===== src/rtl/conv_window_feeder.sv =====
// conv_window_feeder: buffers a raster-ordered frame and a 9-byte kernel, then
// streams 3x3 windows and the kernel to the 3x3 convolution core.
// Build option: define CONV_FEEDER_PAD_EN for a 5x5 frame with a one-pixel zero
// border ("same" convolution); otherwise the frame is 7x7 ("valid" convolution).
module conv_window_feeder #(
    parameter int PIX_W   = 8,
    parameter int OUT_DIM = 5
) (
    input  logic             clk,
    input  logic             rst_n,
    input  logic             pix_valid,
    input  logic [PIX_W-1:0] pix_data,
    output logic             pix_ready,
    input  logic             w_valid,
    input  logic [PIX_W-1:0] w_data,
    output logic             w_ready,
    output logic             in_valid,
    output logic [PIX_W-1:0] In_IFM_1,
    output logic [PIX_W-1:0] In_IFM_2,
    output logic [PIX_W-1:0] In_IFM_3,
    output logic [PIX_W-1:0] In_IFM_4,
    output logic [PIX_W-1:0] In_IFM_5,
    output logic [PIX_W-1:0] In_IFM_6,
    output logic [PIX_W-1:0] In_IFM_7,
    output logic [PIX_W-1:0] In_IFM_8,
    output logic [PIX_W-1:0] In_IFM_9,
    output logic             weight_valid,
    output logic [PIX_W-1:0] In_Weight_1,
    output logic [PIX_W-1:0] In_Weight_2,
    output logic [PIX_W-1:0] In_Weight_3,
    output logic [PIX_W-1:0] In_Weight_4,
    output logic [PIX_W-1:0] In_Weight_5,
    output logic [PIX_W-1:0] In_Weight_6,
    output logic [PIX_W-1:0] In_Weight_7,
    output logic [PIX_W-1:0] In_Weight_8,
    output logic [PIX_W-1:0] In_Weight_9,
    output logic             frame_done
);

`ifdef CONV_FEEDER_PAD_EN
    localparam int IN_DIM = OUT_DIM;
    localparam int PAD    = 1;
`else
    localparam int IN_DIM = OUT_DIM + 2;
    localparam int PAD    = 0;
`endif
    localparam int NPIX = IN_DIM * IN_DIM;
    localparam int NWIN = OUT_DIM * OUT_DIM;
    localparam int PCW  = $clog2(NPIX);
    localparam int RCW  = $clog2(OUT_DIM + 1);

    localparam logic [PCW-1:0] PIX_LAST = PCW'(NPIX - 1);
    localparam logic [RCW-1:0] IDX_LAST = RCW'(OUT_DIM - 1);

    typedef enum logic [1:0] {StIdle, StLoad, StWaitW, StSend} state_e;

    state_e           state_q, state_d;
    logic [PCW-1:0]   pix_cnt_q;
    logic [3:0]       w_cnt_q;
    logic             w_loaded_q;
    logic [RCW-1:0]   win_r_q, win_r_d, win_c_q, win_c_d;
    logic             in_valid_q, in_valid_d;
    logic             frame_done_q, frame_done_d;
    logic             weight_valid_q;
    logic             go_send, load_win;
    logic [PIX_W-1:0] frame_q [NPIX];
    logic [PIX_W-1:0] w_sr_q  [8];
    logic [PIX_W-1:0] wgt_q   [9];
    logic [PIX_W-1:0] ifm_q   [9];
    logic [PIX_W-1:0] tap_d   [9];

    logic pix_acc, w_acc, pix_last, w_last, win_last;

    assign pix_ready = (state_q == StIdle) || (state_q == StLoad);
    assign w_ready   = (state_q != StSend);
    assign pix_acc   = pix_valid && pix_ready;
    assign w_acc     = w_valid && w_ready;
    assign pix_last  = (pix_cnt_q == PIX_LAST);
    assign w_last    = w_acc && (w_cnt_q == 4'd8);
    assign win_last  = (win_r_q == IDX_LAST) && (win_c_q == IDX_LAST);

    // Next state, window sequencing and the registered valid/done strobes
    always_comb begin
        state_d      = state_q;
        go_send      = 1'b0;
        load_win     = 1'b0;
        in_valid_d   = 1'b0;
        frame_done_d = 1'b0;
        win_r_d      = win_r_q;
        win_c_d      = win_c_q;
        unique case (state_q)
            StIdle: begin
                if (pix_acc) state_d = StLoad;
            end
            StLoad: begin
                if (pix_acc && pix_last) begin
                    if (w_loaded_q || w_last) go_send = 1'b1;
                    else                      state_d = StWaitW;
                end
            end
            StWaitW: begin
                if (w_last) go_send = 1'b1;
            end
            StSend: begin
                if (win_last) begin
                    state_d = StIdle;
                end else begin
                    load_win   = 1'b1;
                    in_valid_d = 1'b1;
                    if (win_c_q == IDX_LAST) begin
                        win_c_d = '0;
                        win_r_d = win_r_q + 1'b1;
                    end else begin
                        win_c_d = win_c_q + 1'b1;
                    end
                    frame_done_d = (win_r_d == IDX_LAST) && (win_c_d == IDX_LAST);
                end
            end
            default: state_d = StIdle;
        endcase
        // Window 0 is launched on the edge that completes the frame/kernel pair
        if (go_send) begin
            state_d      = StSend;
            load_win     = 1'b1;
            in_valid_d   = 1'b1;
            win_r_d      = '0;
            win_c_d      = '0;
            frame_done_d = (NWIN == 1);
        end
    end

    // Gather the 3x3 taps of the window at (win_r_d, win_c_d); border taps read 0
    always_comb begin
        int row;
        int col;
        for (int a = 0; a < 3; a++) begin
            for (int b = 0; b < 3; b++) begin
                row = int'(win_r_d) + a - PAD;
                col = int'(win_c_d) + b - PAD;
                if (row < 0 || row >= IN_DIM || col < 0 || col >= IN_DIM) begin
                    tap_d[3*a+b] = '0;
                end else begin
                    tap_d[3*a+b] = frame_q[PCW'(row * IN_DIM + col)];
                end
            end
        end
    end

    // FSM state register
    always_ff @(posedge clk) begin
        if (!rst_n) state_q <= StIdle;
        else        state_q <= state_d;
    end

    // Window position, window outputs and strobes
    always_ff @(posedge clk) begin
        if (!rst_n) begin
            win_r_q      <= '0;
            win_c_q      <= '0;
            in_valid_q   <= 1'b0;
            frame_done_q <= 1'b0;
            for (int k = 0; k < 9; k++) ifm_q[k] <= '0;
        end else begin
            win_r_q      <= win_r_d;
            win_c_q      <= win_c_d;
            in_valid_q   <= in_valid_d;
            frame_done_q <= frame_done_d;
            if (load_win) begin
                for (int k = 0; k < 9; k++) ifm_q[k] <= tap_d[k];
            end
        end
    end

    // Pixel counter; wraps to 0 after the last pixel of a frame
    always_ff @(posedge clk) begin
        if (!rst_n) begin
            pix_cnt_q <= '0;
        end else if (pix_acc) begin
            pix_cnt_q <= pix_last ? '0 : pix_cnt_q + 1'b1;
        end
    end

    // Frame storage is pure data; the counter reset is enough to discard a partial frame
    always_ff @(posedge clk) begin
        if (pix_acc) frame_q[pix_cnt_q] <= pix_data;
    end

    // Kernel shift register; all nine weights publish together on the 9th byte
    always_ff @(posedge clk) begin
        if (!rst_n) begin
            w_cnt_q        <= '0;
            w_loaded_q     <= 1'b0;
            weight_valid_q <= 1'b0;
            for (int k = 0; k < 8; k++) w_sr_q[k] <= '0;
            for (int k = 0; k < 9; k++) wgt_q[k] <= '0;
        end else begin
            weight_valid_q <= w_last;
            if (w_acc) begin
                for (int k = 0; k < 7; k++) w_sr_q[k] <= w_sr_q[k+1];
                w_sr_q[7] <= w_data;
                w_cnt_q   <= w_last ? 4'd0 : w_cnt_q + 4'd1;
            end
            if (w_last) begin
                w_loaded_q <= 1'b1;
                for (int k = 0; k < 8; k++) wgt_q[k] <= w_sr_q[k];
                wgt_q[8] <= w_data;
            end
        end
    end

    assign in_valid     = in_valid_q;
    assign frame_done   = frame_done_q;
    assign weight_valid = weight_valid_q;

    assign In_IFM_1 = ifm_q[0];
    assign In_IFM_2 = ifm_q[1];
    assign In_IFM_3 = ifm_q[2];
    assign In_IFM_4 = ifm_q[3];
    assign In_IFM_5 = ifm_q[4];
    assign In_IFM_6 = ifm_q[5];
    assign In_IFM_7 = ifm_q[6];
    assign In_IFM_8 = ifm_q[7];
    assign In_IFM_9 = ifm_q[8];

    assign In_Weight_1 = wgt_q[0];
    assign In_Weight_2 = wgt_q[1];
    assign In_Weight_3 = wgt_q[2];
    assign In_Weight_4 = wgt_q[3];
    assign In_Weight_5 = wgt_q[4];
    assign In_Weight_6 = wgt_q[5];
    assign In_Weight_7 = wgt_q[6];
    assign In_Weight_8 = wgt_q[7];
    assign In_Weight_9 = wgt_q[8];

endmodule


===== config.mk =====
export PLATFORM = sky130hd
export DESIGN_NAME = conv_window_feeder
export DESIGN_NICKNAME = d
export VERILOG_FILES = /design/src/rtl/conv_window_feeder.sv
export SDC_FILE = /design/constraint.sdc
export NUM_CORES = 1
export LEC_CHECK = 0
export BUFFER_PORTS_ARGS = -buffer_cell sky130_fd_sc_hd__buf_2
export CAP_MARGIN = 10
export CELL_PAD_IN_SITES_DETAIL_PLACEMENT = 1
export CELL_PAD_IN_SITES_GLOBAL_PLACEMENT = 1
export CORE_MARGIN = 2
export CORE_UTILIZATION = 43
export DETAILED_ROUTE_END_ITERATION = 8
export PLACE_DENSITY_LB_ADDON = 0.1
export RECOVER_POWER = 100
export SYNTH_ARGS = -nofsm -noshare
export SYNTH_HDL_FRONTEND = slang
export SYNTH_SLANG_ARGS = --single-unit

===== constraint.sdc =====
create_clock -name clk -period 5.32 [get_ports clk]
set_input_delay 0 -clock clk [delete_from_list [all_inputs] [get_ports clk]]
set_output_delay 0 -clock clk [all_outputs]
set_load 0.02 [all_outputs]

==> impl_metrics.yaml <==
logic_synthesis:
  synth_area_um2: 42800
  netlist_instances: 3169
  syn_nets: 3266
  avgSynthCellArea_um2: 13.5
  ys_async_sr_fraction_pct: 0
  ys_warn_count: 0
  synth.distinct_cells: 85
  synth_seq_cells: 622
  synth_seq_area_share_pct: 43.1
  synth_edf_count: 600
  dominantRegCellSynth: "edfxtp_1"
cts:
  cts_buffer_depth: 3
  clk_pin_slew_ps: 60
  cts_buffers: 73
  cts_tree: "done"
  cts-root-buf: "clkbuf_16"
  clkLatencyLatePin_ps: 690
  cts_sinks: 622
  cts.htree.levels: 3
setup_path:
  crit_buf_inv: 7
  critPathSlowestCell: "fa_1"
  rr_startpoint: "state_q[1]"
  endpoint_kind: "flip-flop"
  crit_chain: "inv_4 -> ha_4 -> and4b_1 -> and3_4 -> buf_6 -> a221oi_4 -> inv_2 -> fa_1 -> inv_2 -> ha_4 -> fa_2 -> buf_6 -> ha_4 -> xor2_4 -> buf_12 -> buf_12 -> mux4_2 -> mux2_4 -> a211oi_4 -> a211oi_2"
  path_class: "flip-flop to flip-flop"
  cp_data_required_time_ps: 5690
  crit_arrival_ps: 5720
  cp_common_cell: "ha_4"
  path_delay_family: "adder cells"
  crit_fanout: 6
  crit_start: "state_q[1]"
  cp-start-kind: "flip-flop"
  critPathMaxStageDelay_ps: 580
grt:
  grt_max_degree: 78
  antenna_found_initial: 15
  grt_usage_pct: 39.3
  grt-ovfl-total: 0
  grt_first_pass_wirelength_mm: 281
  grt_pass1_vias: 35100
routing:
  post_drt_wl_per_cell_um: 40.4
  drt_iter0_drc: 4798
  wirelength_mm: 206
  drc: 0
  vias: 35800
  ant_nets: 0
  first_pass_iters: 6
  vias_per_cell: 7.01
timing:
  post-route-period-util_pct: 101
  worst_clock_skew_ps: 51.8
  fin_crit_ps: 5350
  fmax_mhz: 187
  maxSlewHeadroom_pct: -108
  holdWs_ps: 218
  setup_ws_ps: -27.7
  drv_slew: 478
  rsz0062_at_grt: "true"
  tightest_slew_ps: 3120
  setup-violations-final: 1
  final-hold-violation-count: 0
  finalSetupTns_ps: -27.7
die:
  start_util_pct: 43.4
  die_w_um: 320
  dieArea_um2: 102000
  die_y_um: 320
  core_area_um2: 98600
  io_pins: 169
  rows: 115
layout:
  finalNonFillerCells: 5104
  seq_area_um2: 18500
  final_nets: 3853
  fill_cells: 9703
  drive_gt1_share_pct: 40.2
  design_area_um2: 53700
  area_growth_syn_to_layout_pct: 25.4
  multi_input_area_um2: 24300
power_and_ir_drop:
  p_total_mw: 17.0
  powerDensity_nw_per_um2: 317
  peakVddDrop_mv: 0.286
  p_leak_nw: 20.7
placed_design:
  place_inst: 4875
  dpl.hpwl_mm: 154
  place_congestion: 1.01
  numPortBuffers: 168
  dpl_cell_area_um2: 49300
flow_run:
  maxCapViolCount: 9
run_status:
  violations: "capacitance limit, slew limit, setup timing"
  outcome: "complete, but fails checks"
worst_hold_path:
  worstHoldPathType: "input pin to flip-flop"
  worstHoldStart: "w_data[4]"
power breakdown:
group / internal, mW / switching [mW] / total, mW
logic: 2.70 / 3.53 / 6.23
clock network: 2.89 / 2.26 / 5.15
registers: 5.55 / 0.0783 / 5.63
sequential cells by signal (all words and copies together), names as in the netlist:
name,flops
frame_done,1
w_cnt_q,4
ifm_q,72
win_c_q,3
weight_valid,1
w_sr_q,64
in_valid,1
wgt_q,72
pix_cnt_q,6
win_r_q,3
w_loaded_q,1
frame_q,392
state_q,2
area by class of cell:
class | count | area share [%]
flip-flops and latches | 622 | 34.4
repair buffers | 767 | 12.3
diodes | 6 | 0.0280
clock buffers | 89 | 3.59
inverters | 73 | 0.545
well taps | 1287 | 3.00
multi-input cells | 2219 | 45.3
clock inverters | 41 | 0.776
cells in the mapped netlist, types with 6 or more instances:
cell type  number  area share, %
a311oi_1        9           0.18
inv_1          71           0.62
nor2b_1        18           0.26
nand3b_1        6           0.11
o31ai_1        15           0.26
o21ai_0        33           0.39
o2bb2ai_1       6           0.12
edfxtp_1      600             42
a2111o_1        6           0.16
nor4_1         12           0.18
o41ai_1         7           0.14
clkbuf_1      149            1.3
o211ai_1       19           0.33
nand3_1        31           0.36
a21oi_1        89            1.0
buf_2          72           0.84
o32ai_1        21           0.43
and3_1         90            1.3
buf_6           6           0.16
a31oi_1        19           0.28
o22ai_1         9           0.13
and2_1         82            1.2
dfxtp_1        22            1.0
buf_4           6           0.11
a211oi_1      138            2.4
a21o_1         16           0.28
nand2_1       142            1.2
mux4_2        394             21
nand2b_1        6          0.088
o21ai_1        14           0.16
buf_1          21           0.18
ha_1           62            1.8
xnor2_1        26           0.53
nor3_1         24           0.28
xor2_1         34           0.70
mux2_2        239            6.3
fa_1           15           0.70
nor2_1        229            2.0
mux2i_1       314            7.3
path summary, 6_finish.rpt:
kind	depth (start not counted)	slack [ps]	endpoint
setup reg to reg	20	-30	ifm_q[0][21]
hold / removal	3	220	w_sr_q[1][28]
setup / recovery	20	-30	ifm_q[0][21]
hold reg to reg	3	530	w_cnt_q[0]
logic make-up after synthesis:
group	Yosys count	synth area share, %
multiplexers	947	34.3
AND/OR/NAND/NOR	667	7.53
flip-flops	622	43.1
AO/OA/AOI/OAI	461	7.65
buffers and inverters	328	3.31
adder cells (fa/ha/maj)	78	2.54
XOR/XNOR	66	1.53
worst reg2reg max path, cell delays in order (launching register included):
cell and delay, ps:
dfxtp_4 380, inv_4 60, ha_4 160, and4b_1 230, and3_4 170, buf_6 130, a221oi_4 320, inv_2 90
fa_1 580, inv_2 60, ha_4 160, fa_2 580, buf_6 140, ha_4 220, xor2_4 150, buf_12 150
buf_12 150, mux4_2 520, mux2_4 290, a211oi_4 450, a211oi_2 90
placed cells by master, fill, tap and decap left out, types with 64 or more instances in the layout:
master / n
nor2_1: 225
mux4_2: 394
clkbuf_16: 79
mux2_2: 236
clkbuf_1: 173
inv_1: 64
mux2i_1: 304
buf_4: 457
edfxtp_1: 600
a21oi_1: 81
nand2_1: 137
and3_1: 90
buf_12: 92
and2_1: 65
a211oi_1: 103
stage by stage:
step | setup slack (ps) | util (%)
2_1_floorplan | 6.03 | -
3_3_place_gp | -625 | 50.0
3_5_place_dp | -686 | 50.1
4_1_cts | -64.8 | 53.4
5_1_grt | -126 | 54.5
6_report | -27.7 | 54.5
timing repair:
item,4_1_cts,5_1_grt
hold endpoints to repair,67,0
resized for setup,64,154
gates cloned,4,5
hold buffers,12,0
buffers inserted,34,38
setup endpoints to repair,68,69
pin swaps,15,45
routing by layer:
metal  vias up  global-route usage, %  share of wire, %
met3       433                   11.7                13
met1     18800                   57.2                41
li1      13900                      -                 -
met5         -                      0             0.022
met2      2654                   54.4                41
met4         8                   16.1               5.1
Note: power is estimated with default switching activity, not from simulation.
